## src/rtl/demux4_stream_pkg.sv

```systemverilog
// Shared constants and types for the 1-to-4 stream demultiplexer.
// The counter width default exists only when DEMUX4_COUNT_EN is defined.
package demux4_stream_pkg;

  localparam int DEF_WIDTH = 4;
`ifdef DEMUX4_COUNT_EN
  localparam int DEF_CNT_W = 8;
`endif

  localparam logic [1:0] CH_A = 2'd0;
  localparam logic [1:0] CH_B = 2'd1;
  localparam logic [1:0] CH_C = 2'd2;
  localparam logic [1:0] CH_D = 2'd3;

  typedef enum logic {
    SLOT_EMPTY = 1'b0,
    SLOT_FULL  = 1'b1
  } slot_state_t;

endpackage

```

## src/rtl/demux4_slot.sv

```systemverilog
// One-entry holding register with load/ready handshake for a single output channel.
// Optional accepted-beat counter is built when DEMUX4_COUNT_EN is defined.
module demux4_slot
  import demux4_stream_pkg::*;
#(
  parameter int WIDTH = DEF_WIDTH
`ifdef DEMUX4_COUNT_EN
  , parameter int CNT_W = DEF_CNT_W
`endif
) (
  input  logic             clk,
  input  logic             rst,
  input  logic             load,
  input  logic [WIDTH-1:0] load_data,
  input  logic             ready,
  output logic             free,
  output logic [WIDTH-1:0] data,
  output slot_state_t      state
`ifdef DEMUX4_COUNT_EN
  , output logic [CNT_W-1:0] cnt
`endif
);

  // Valid/ready: a held beat leaves on any cycle where the slot is FULL and
  // ready is high; ready while EMPTY is ignored. A load is only issued when
  // free is high, so a FULL slot reloading in the same cycle never drops a beat.
  assign free = (state == SLOT_EMPTY) | ready;

  always_ff @(posedge clk) begin
    if (rst) begin
      state <= SLOT_EMPTY;
      data  <= '0;
    end else begin
      case (state)
        SLOT_EMPTY: begin
          if (load) begin
            state <= SLOT_FULL;
            data  <= load_data;
          end
        end
        SLOT_FULL: begin
          if (load) begin
            data <= load_data;
          end else if (ready) begin
            state <= SLOT_EMPTY;
          end
        end
        default: state <= SLOT_EMPTY;
      endcase
    end
  end

`ifdef DEMUX4_COUNT_EN
  always_ff @(posedge clk) begin
    if (rst) begin
      cnt <= '0;
    end else if (load) begin
      cnt <= cnt + 1'b1;
    end
  end
`endif

endmodule

```

## src/rtl/demux4_stream.sv

```systemverilog
// Registered 1-to-4 stream demultiplexer: each accepted beat goes to the slot picked by sel.
// Define DEMUX4_COUNT_EN to add per-channel accepted-beat counters (cnt_a..cnt_d).
module demux4_stream
  import demux4_stream_pkg::*;
#(
  parameter int WIDTH = DEF_WIDTH
`ifdef DEMUX4_COUNT_EN
  , parameter int CNT_W = DEF_CNT_W
`endif
) (
  input  logic             clk,
  input  logic             rst,
  input  logic [WIDTH-1:0] in_data,
  input  logic [1:0]       sel,
  input  logic             in_valid,
  output logic             in_ready,
  output logic [WIDTH-1:0] a,
  output logic [WIDTH-1:0] b,
  output logic [WIDTH-1:0] c,
  output logic [WIDTH-1:0] d,
  output logic             a_valid,
  output logic             b_valid,
  output logic             c_valid,
  output logic             d_valid,
  input  logic             a_ready,
  input  logic             b_ready,
  input  logic             c_ready,
  input  logic             d_ready
`ifdef DEMUX4_COUNT_EN
  , output logic [CNT_W-1:0] cnt_a
  , output logic [CNT_W-1:0] cnt_b
  , output logic [CNT_W-1:0] cnt_c
  , output logic [CNT_W-1:0] cnt_d
`endif
);

  slot_state_t      st    [4];
  logic [WIDTH-1:0] dq    [4];
  logic [3:0]       free;
  logic [3:0]       ready_v;
  logic [3:0]       load_v;
`ifdef DEMUX4_COUNT_EN
  logic [CNT_W-1:0] cq    [4];
`endif

  assign ready_v = {d_ready, c_ready, b_ready, a_ready};

  // in_ready looks only at the selected slot, never at in_valid, so a stalled
  // neighbour cannot block traffic to a free channel.
  always_comb begin
    in_ready = 1'b0;
    case (sel)
      CH_A:    in_ready = free[CH_A];
      CH_B:    in_ready = free[CH_B];
      CH_C:    in_ready = free[CH_C];
      CH_D:    in_ready = free[CH_D];
      default: in_ready = 1'b0;
    endcase
  end

  for (genvar i = 0; i < 4; i++) begin : g_slot
    assign load_v[i] = in_valid & in_ready & (sel == 2'(i));

    demux4_slot #(
      .WIDTH (WIDTH)
`ifdef DEMUX4_COUNT_EN
      , .CNT_W (CNT_W)
`endif
    ) u_slot (
      .clk       (clk),
      .rst       (rst),
      .load      (load_v[i]),
      .load_data (in_data),
      .ready     (ready_v[i]),
      .free      (free[i]),
      .data      (dq[i]),
      .state     (st[i])
`ifdef DEMUX4_COUNT_EN
      , .cnt     (cq[i])
`endif
    );
  end

  assign a = dq[CH_A];
  assign b = dq[CH_B];
  assign c = dq[CH_C];
  assign d = dq[CH_D];

  assign a_valid = (st[CH_A] == SLOT_FULL);
  assign b_valid = (st[CH_B] == SLOT_FULL);
  assign c_valid = (st[CH_C] == SLOT_FULL);
  assign d_valid = (st[CH_D] == SLOT_FULL);

`ifdef DEMUX4_COUNT_EN
  assign cnt_a = cq[CH_A];
  assign cnt_b = cq[CH_B];
  assign cnt_c = cq[CH_C];
  assign cnt_d = cq[CH_D];
`endif

endmodule

```

## config.mk

```make
export PLATFORM = sky130hd
export DESIGN_NAME = demux4_stream
export DESIGN_NICKNAME = d
export VERILOG_FILES = /design/src/rtl/demux4_stream_pkg.sv /design/src/rtl/demux4_slot.sv /design/src/rtl/demux4_stream.sv
export SDC_FILE = /design/constraint.sdc
export NUM_CORES = 1
export LEC_CHECK = 0
export BUFFER_PORTS_ARGS = -buffer_cell sky130_fd_sc_hd__buf_2
export CORE_MARGIN = 4
export CORE_UTILIZATION = 45
export DETAILED_ROUTE_END_ITERATION = 10
export GPL_TIMING_DRIVEN = 0
export PLACE_DENSITY = 0.87
export REMOVE_ABC_BUFFERS = 1
export SYNTH_ARGS = -nofsm -noshare
export SYNTH_HDL_FRONTEND = slang
export SYNTH_SLANG_ARGS = --single-unit
```

## constraint.sdc

```tcl
create_clock -name clk -period 1.6 [get_ports clk]
set_input_delay 0.24 -clock clk [delete_from_list [all_inputs] [get_ports clk]]
set_output_delay 0.24 -clock clk [all_outputs]
set_load 0.1 [all_outputs]
```

* Yosys cells after proc, flatten, opt, wreduce, memory -nomap -nowiden *
Cells that the tools add are included.

cells by class
  add/sub/neg operators = 0
  multipliers = 0
  div/mod/pow operators = 0
  magnitude comparators = 0
  equal/unequal tests = 3
  shift-type cells = 0
  mux-type cells = 21
  bitwise gates (word level) = 13
  reduce and logical (&&, ||, !) cells = 1

operators with widths
  operator                                       count
  2-to-1 mux 4 bit                               4
  2-to-1 mux 1 bit                               12
  case mux 1 bit (2 select lines)                4
  AND 1 bit                                      5
  == test 2 bit, second input constant           2
  NOT 1 bit                                      4
  OR 1 bit                                       4
  case mux 1 bit (4 select lines)                1
  == test 2 x 1 -> 1 bit, second input constant  1
  zero test 2 bit                                1

storage, ports and cells
  register bits = 20
  latch bits = 0
  RAM bits = 0
  memory bits (read-only) = 0
  input bits = 13
  output and inout port bits = 21
  word-level logic and storage cells = 46
  memories = 0

* Depth between registers and ports, before layout *
Gate-level depths: netlist of run 1.

  depth in word-level cells = 7
  gate-level depth with buffers = 3
  gate-level depth less buffers = 3

* Cells and area by module *
A second synthesis of run 1 with hierarchy kept.

unflattened totals
  cell total of the unflattened synthesis = 73
  area total of the unflattened synthesis = 793.3 um2

modules (own cells, without submodules)
  module         times used  cells an instance  area an instance (um2)  sequential area each (um2)
  demux4_slot    4           17                 181.4                   100.1
  demux4_stream  1           5                  67.6                    0.0

* Least setup slack after synthesis of run 1 *
No wires, ideal clock.

  kind = register to output
  start = register g_slot[3].u_slot.state
  end = output port in_ready
  arrival time = 1.909 ns
  setup slack = -0.549 ns
  stages on the path, launching flop included = 3
  path through = dfxtp_1 -> nand2b_1 -> mux4_2

on the way
  word-level cells in the longest chain between the ends = 3

ends and longest elaborated chain
  what                             line                 text
  start: declaration               demux4_slot.sv:18    output slot_state_t state
  start signal: assignment         demux4_slot.sv:31    state <= SLOT_EMPTY;
  start signal: assignment         demux4_slot.sv:37    state <= SLOT_FULL;
  start signal: assignment         demux4_slot.sv:45    state <= SLOT_EMPTY;
  NOT 1 bit                        demux4_slot.sv:27    assign free = (state == SLOT_EMPTY) | ready;
  OR 1 bit                         demux4_slot.sv:27
  case mux 1 bit (4 select lines)  demux4_stream.sv:52  case (sel)
  end: declaration                 demux4_stream.sv:16  output logic in_ready,

No other way between the ends.

* Final worst setup path of run 1 *
Ends and elaborated chain as after synthesis.

==> results of run 1 <==
-- path summary, 6_finish.rpt --
check	endpoint	start	cells after the start	slack, ns
setup / recovery	in_ready	g_slot[3].u_slot.state	3	-0.04
hold / removal	g_slot[1].u_slot.state	b_ready	3	0.23
setup reg to reg	g_slot[2].u_slot.data[1]	g_slot[2].u_slot.state	4	0.43
hold reg to reg	g_slot[3].u_slot.data[3]	g_slot[3].u_slot.data[3]	2	0.48
-- final cells by class --
type / instances / area (um2) / area share
tap: 25 / 31.3 / 0.0285
multi-input combinational: 54 / 424 / 0.386
clock buffer: 4 / 36.3 / 0.0330
timing repair buffer: 36 / 203 / 0.185
sequential: 20 / 404 / 0.368
-- repair_timing --
action                     CTS  global route
pin swaps                    0             0
setup endpoints to repair    1             1
resized for setup            6             2
hold endpoints to repair     0             0
buffers inserted             3             0
gates cloned                 0             0
-- cells by family (layout without fill, tap and decap cells) --
logic type      count (synthesis)  after routing  share of synthesized area
flops                          20             20                      0.486
simple gates                   33             33                      0.259
buf+inv                         2             40                    0.00911
mux                            17             17                      0.222
compound gates                  4              4                     0.0243
-- per-stage QoR --
step           std cells  total power [mW]  utilization
6_report             139              1.05        0.636
3_3_place_gp         132             0.766        0.587
5_1_grt              139              1.09        0.636
2_1_floorplan         74             0.718            -
4_1_cts              139              1.05        0.631
3_5_place_dp         132             0.769        0.587
-- flip-flops by register name, summed over array words and instances (netlist names) --
| name | flops |
|---|---|
| g_slot.u_slot.data | 16 |
| g_slot.u_slot.state | 4 |
-- synth_stat cells --
library cell,n
clkbuf_1,2
nor3_1,1
mux2i_1,16
nand2b_1,26
dfxtp_1,20
nand3_1,1
mux4_2,1
or3_4,1
nor2b_1,2
a21oi_1,4
nand4b_1,2
-- report_power, final --
group          switching [mW]  internal (mW)
sequential            0.00894          0.516
clock                   0.146          0.138
combinational           0.181         0.0591
total                   0.337          0.714
-- cell usage in the layout (no fill, tap or decap) --
cell type	n
clkbuf_8	1
buf_4	3
dfxtp_1	17
nand4b_1	2
mux4_2	1
nor3_1	1
dfxtp_2	3
or3_4	1
clkbuf_4	3
nand3_1	1
mux2i_1	16
nand2b_1	25
a21oi_1	4
buf_2	32
buf_12	1
nand2b_4	1
nor2b_1	2
-- metal layers --
metal | track usage | share of wire | vias to the layer above
met3 | 0.0178 | 0.041 | 2
met4 | 0.0538 | 0.012 | 0
li1 | - | - | 337
met1 | 0.173 | 0.41 | 318
met5 | 0 | 0 | -
met2 | 0.274 | 0.54 | 17
-- worst max-delay path: stages, from the launching register on --
cell	delay (ns)
dfxtp_2	0.34
nand2b_1	0.07
mux4_2	0.51
buf_12	0.19
==> run_results.csv, run 1 <==
group,metric,value,unit
synth,yosysTopAreaCell,"dfxtp_1",
clocking,clockBufferDepth,2,
detailed_routing,via_count,674,
timing,fin_worst_skew,0.00377,ns
cells_and_area,layout-drive-gt1-share,0.404,
placed_design,portBuffers,33,
synth,synth-seq-cells,20,
detailed_routing,post_drt_via_cell_ratio,4.85,
clocking,clock_sinks,20,
clocking,cts_tree,"done",
global_routing,grt_pass1_wl,2900,um
global_routing,grt_pass1_vias,639,
timing,min_period,1.64,ns
detailed_routing,routed_wl,1770,um
synth,synth_cell_types,11,
timing,holdWs,0.229,ns
die,dieArea,2580,um2
clocking,cts_buffers,3,
detailed_routing,wire_per_inst,12.8,um
global_routing,grt.overflow.total,0,
cells_and_area,fin_area,1100,um2
timing,rsz0062_at_grt,"yes",
synth,yosysTopAreaCellShare,0.486,
placed_design,pre_cts_ws,0.0729,ns
timing,slew_violations,0,
synth,synthCells,76,
cells_and_area,final_nets,128,
global_routing,grt_max_degree,25,
status,violations,"setup timing",
global_routing,antenna_found_initial,0,
clocking,cts_root_buf,"clkbuf_4",
timing,setup_viol,1,
timing,fin_ws,-0.0359,ns
global_routing,grtUsageTotal,0.148,
status,status,"finished, violations left",
cells_and_area,fill_cells,135,
die,die_x,50.8,um
run,cap_violations,0,
detailed_routing,drc,0,
synth,ys_warn_count,0,
die,die_y,50.8,um
setup_path,critical_path_arrival,1.40,ns
placed_design,placed_cell_area,1010,um2
die,core_area,1730,um2
power,irDropWorstVdd,520,uV
setup_path,cp_max_fo,2,
clocking,htreeDepth,1,
setup_path,startpoint_type,"flop",
cells_and_area,syn2layout_area_growth,33.2,%
synth,synth_area_leaders,"dfxtp_1 49%, nand2b_1 20%, mux2i_1 19%",
power,p_per_area,956,nW/um2
detailed_routing,dr.pass1.iters,4,
timing,timing_worst_slew_pin_value,0.492,ns
worst_hold_path,hold_class,"input pin to flop",
synth,synth.avg_cell_area,10.8,um2
detailed_routing,drtAntennaViolNets,0,
die,start_util,0.478,
detailed_routing,dr.first_iter.drc_count,10,
setup_path,worstSetupEndpointType,"primary output",
placed_design,gp_congestion,0.732,
clocking,clk_latency,0.29,ns
timing,finalCritPeriodShare,1.02,
timing,fin_tns_setup,-0.0359,ns
clocking,hold_buffers,0,
synth,yosysSeqAreaShare,0.486,
synth,syn-cell-area,825,um2
timing,finalHoldViolations,0,
power,p_leak,0.553,nW
die,io_pins,34,
setup_path,critical_path_class,"flop to primary output",
cells_and_area,n_antenna_cell,0,
timing,timing.slew.headroom,0.674,
die,fp-row-count,15,
timing,max_freq,0.611,GHz
setup_path,crit_required,1.36,ns
clocking,clkTransAtPathRegs,0.11,ns
Note: power is estimated with default switching activity, not from simulation.
==> run 2: changes to the inputs <==
- BUFFER_PORTS_ARGS: -buffer_cell sky130_fd_sc_hd__buf_2 -> unset
- CORE_ASPECT_RATIO: unset -> 1.1
- DONT_BUFFER_PORTS: unset -> 1
- GPL_TIMING_DRIVEN: 0 -> unset
- PLACE_DENSITY: 0.87 -> 0.71
==> run 2 against run 1 <==
Net effect: the flow still finishes with violations (setup timing); first-iteration DRC count decreased by 50%; global-route usage hardly changed; combinational power is 2% lower; largest cell class unchanged; worst hold slack worse by 0.13 ns; worst setup slack got worse by 0.031 ns; highest routed layer unchanged; sequential power hardly changed; cell area grew 1.4%.
==> run_results.csv, run 2 (synthesis gave the netlist of run 1 again) <==
group,metric,value,unit
status,status,"finished, violations left",
status,violations,"setup timing",
timing,holdWs,0.101,ns
cells_and_area,syn2layout_area_growth,35.1,%
detailed_routing,drc,0,
placed_design,portBuffers,0,
timing,slew_violations,0,
setup_path,crit_required,1.36,ns
global_routing,grt.overflow.total,0,
timing,min_period,1.67,ns
die,start_util,0.499,
cells_and_area,final_cells,120,
global_routing,grt_pass1_vias,629,
cells_and_area,mostFrequentLayoutCells,"24 x nand2b_1, 23 x buf_4, 16 x mux2i_1, 16 x dfxtp_1",
placed_design,place_hpwl,1280,um
die,fp-row-count,15,
worst_hold_path,hold_class,"input pin to flop",
setup_path,startpoint_type,"flop",
setup_path,r2r_setup_slack,0.41,ns
power,intPower,0.832,mW
power,swShare,0.290,
timing,setup_viol,1,
power,power_switching,0.340,mW
cells_and_area,fin_area,1110,um2
clocking,cts_tree,"done",
placed_design,dp.cells,113,
timing,timing.slew.headroom,0.725,
power,power_frac_clock,0.353,
clocking,clockBufferDepth,2,
die,dieArea,2580,um2
cells_and_area,largest_register_ffs,16,
timing,fin_tns_setup,-0.0667,ns
global_routing,grt_pass1_wl,2880,um
timing,fin_worst_skew,0.00493,ns
setup_path,endpoint,"in_ready",
detailed_routing,wire_per_inst,14.6,um
clocking,clkTransAtPathRegs,0.12,ns
setup_path,critical_path_arrival,1.43,ns
timing,fin_ws,-0.0667,ns
detailed_routing,drtAntennaViolNets,0,
cells_and_area,top_register,"g_slot.u_slot.data",
cells_and_area,fill_cells,138,
detailed_routing,dr.first_iter.drc_count,5,
power,power_frac_comb,0.200,
global_routing,grtUsageTotal,0.149,
cells_and_area,final_common_cell,"nand2b_1",
power,irDropWorstVdd,694,uV
setup_path,rr_endpoint,"g_slot[3].u_slot.data[3]",
clocking,cts_buffers,3,
setup_path,startpoint,"g_slot[3].u_slot.state",
cells_and_area,final_nets,117,
cells_and_area,multi_input_area,432,um2
run,cap_violations,0,
detailed_routing,via_count,626,
setup_path,worstReg2RegStart,"g_slot[3].u_slot.state",
timing,rsz0062_at_grt,"yes",
cells_and_area,n_antenna_cell,0,
timing,finalCritPeriodShare,1.04,
die,io_pins,34,
cells_and_area,register_area,405,um2
timing,timing_worst_slew_pin_value,0.410,ns
detailed_routing,post_drt_via_cell_ratio,5.22,
placed_design,placed_cell_area,1020,um2
clocking,cts_root_buf,"clkbuf_4",
setup_path,cp_max_fo,2,
clocking,clock_sinks,20,
detailed_routing,routed_wl,1750,um
clocking,clk_latency,0.30,ns
setup_path,worstSetupEndpointType,"primary output",
die,die_y,52.9,um
global_routing,antenna_found_initial,0,
global_routing,grt_max_degree,22,
placed_design,gp_congestion,0.750,
cells_and_area,reg.largest.list,"g_slot.u_slot.data (16), g_slot.u_slot.state (4)",
detailed_routing,dr.pass1.iters,4,
die,die_x,48.8,um
timing,finalHoldViolations,0,
timing,max_freq,0.600,GHz
cells_and_area,layout-drive-gt1-share,0.350,
power,sequentialPowerShare,0.446,
clocking,htreeDepth,1,
placed_design,pre_cts_ws,0.226,ns
setup_path,critical_path_class,"flop to primary output",
power,p_per_area,1050,nW/um2
power,p_leak,0.522,nW
setup_path,rr_worst_depth,5,
die,core_area,1650,um2
[run 2: cell count changes in the layout (fill, tap and decap cells not counted), sizes merged]
cell / previous run / this run
buf: 36 / 24
bufinv: 0 / 1
clkbuf: 4 / 3
dlygate4sd3: 0 / 1
[run 2: worst min path at each step]
stage | from | end | slack [ns] | depth (start not counted)
2_1_floorplan | rst | g_slot[0].u_slot.state | 0.31 | 1
3_3_place_gp | rst | g_slot[0].u_slot.state | 0.31 | 1
3_5_place_dp | rst | g_slot[2].u_slot.state | 0.31 | 1
4_1_cts | rst | g_slot[0].u_slot.data[0] | 0.09 | 2
5_1_grt | rst | g_slot[0].u_slot.data[2] | 0.1 | 2
6_report | rst | g_slot[0].u_slot.data[1] | 0.10 | 2
[run 2: metal layers]
layer	part of all wire	global-route usage
met4	0.037	0.103
met3	0.11	0.0620
met2	0.43	0.237
met5	0	0
met1	0.42	0.161
[run 2: final cells by class]
class / count / area share
flip-flops and latches: 20 / 0.364
clock buffers: 3 / 0.0202
multi-input cells: 54 / 0.388
clock inverters: 1 / 0.0270
well taps: 17 / 0.0191
repair buffers: 25 / 0.182
[run 2: power groups by stage]
stage	combinational (mW)	sequential [mW]	clock, mW
after floorplan	0.0541	0.664	0
after global placement	0.226	0.532	0
after detailed placement	0.229	0.533	0
after CTS	0.236	0.523	0.424
after global routing	0.244	0.525	0.444
final	0.235	0.523	0.414
[run 2: worst max-delay path: stages, from the launching register on]
cell	delay [ns]
dfxtp_2	0.38
nand2b_4	0.06
mux4_2	0.50
buf_12	0.19
[run 2: stage by stage]
stage | util | power [mW]
CTS | 0.674 | 1.18
global placement | 0.615 | 0.758
floorplan | - | 0.718
finish | 0.674 | 1.17
detailed placement | 0.615 | 0.761
global route | 0.674 | 1.21
[run 2: timing repair]
item,CTS,global route
gates cloned,0,0
resized for setup,6,0
hold endpoints to repair,4,0
endpoints found under the setup margin,1,1
hold buffers,1,0
pin swaps,0,0
setup buffers,2,0
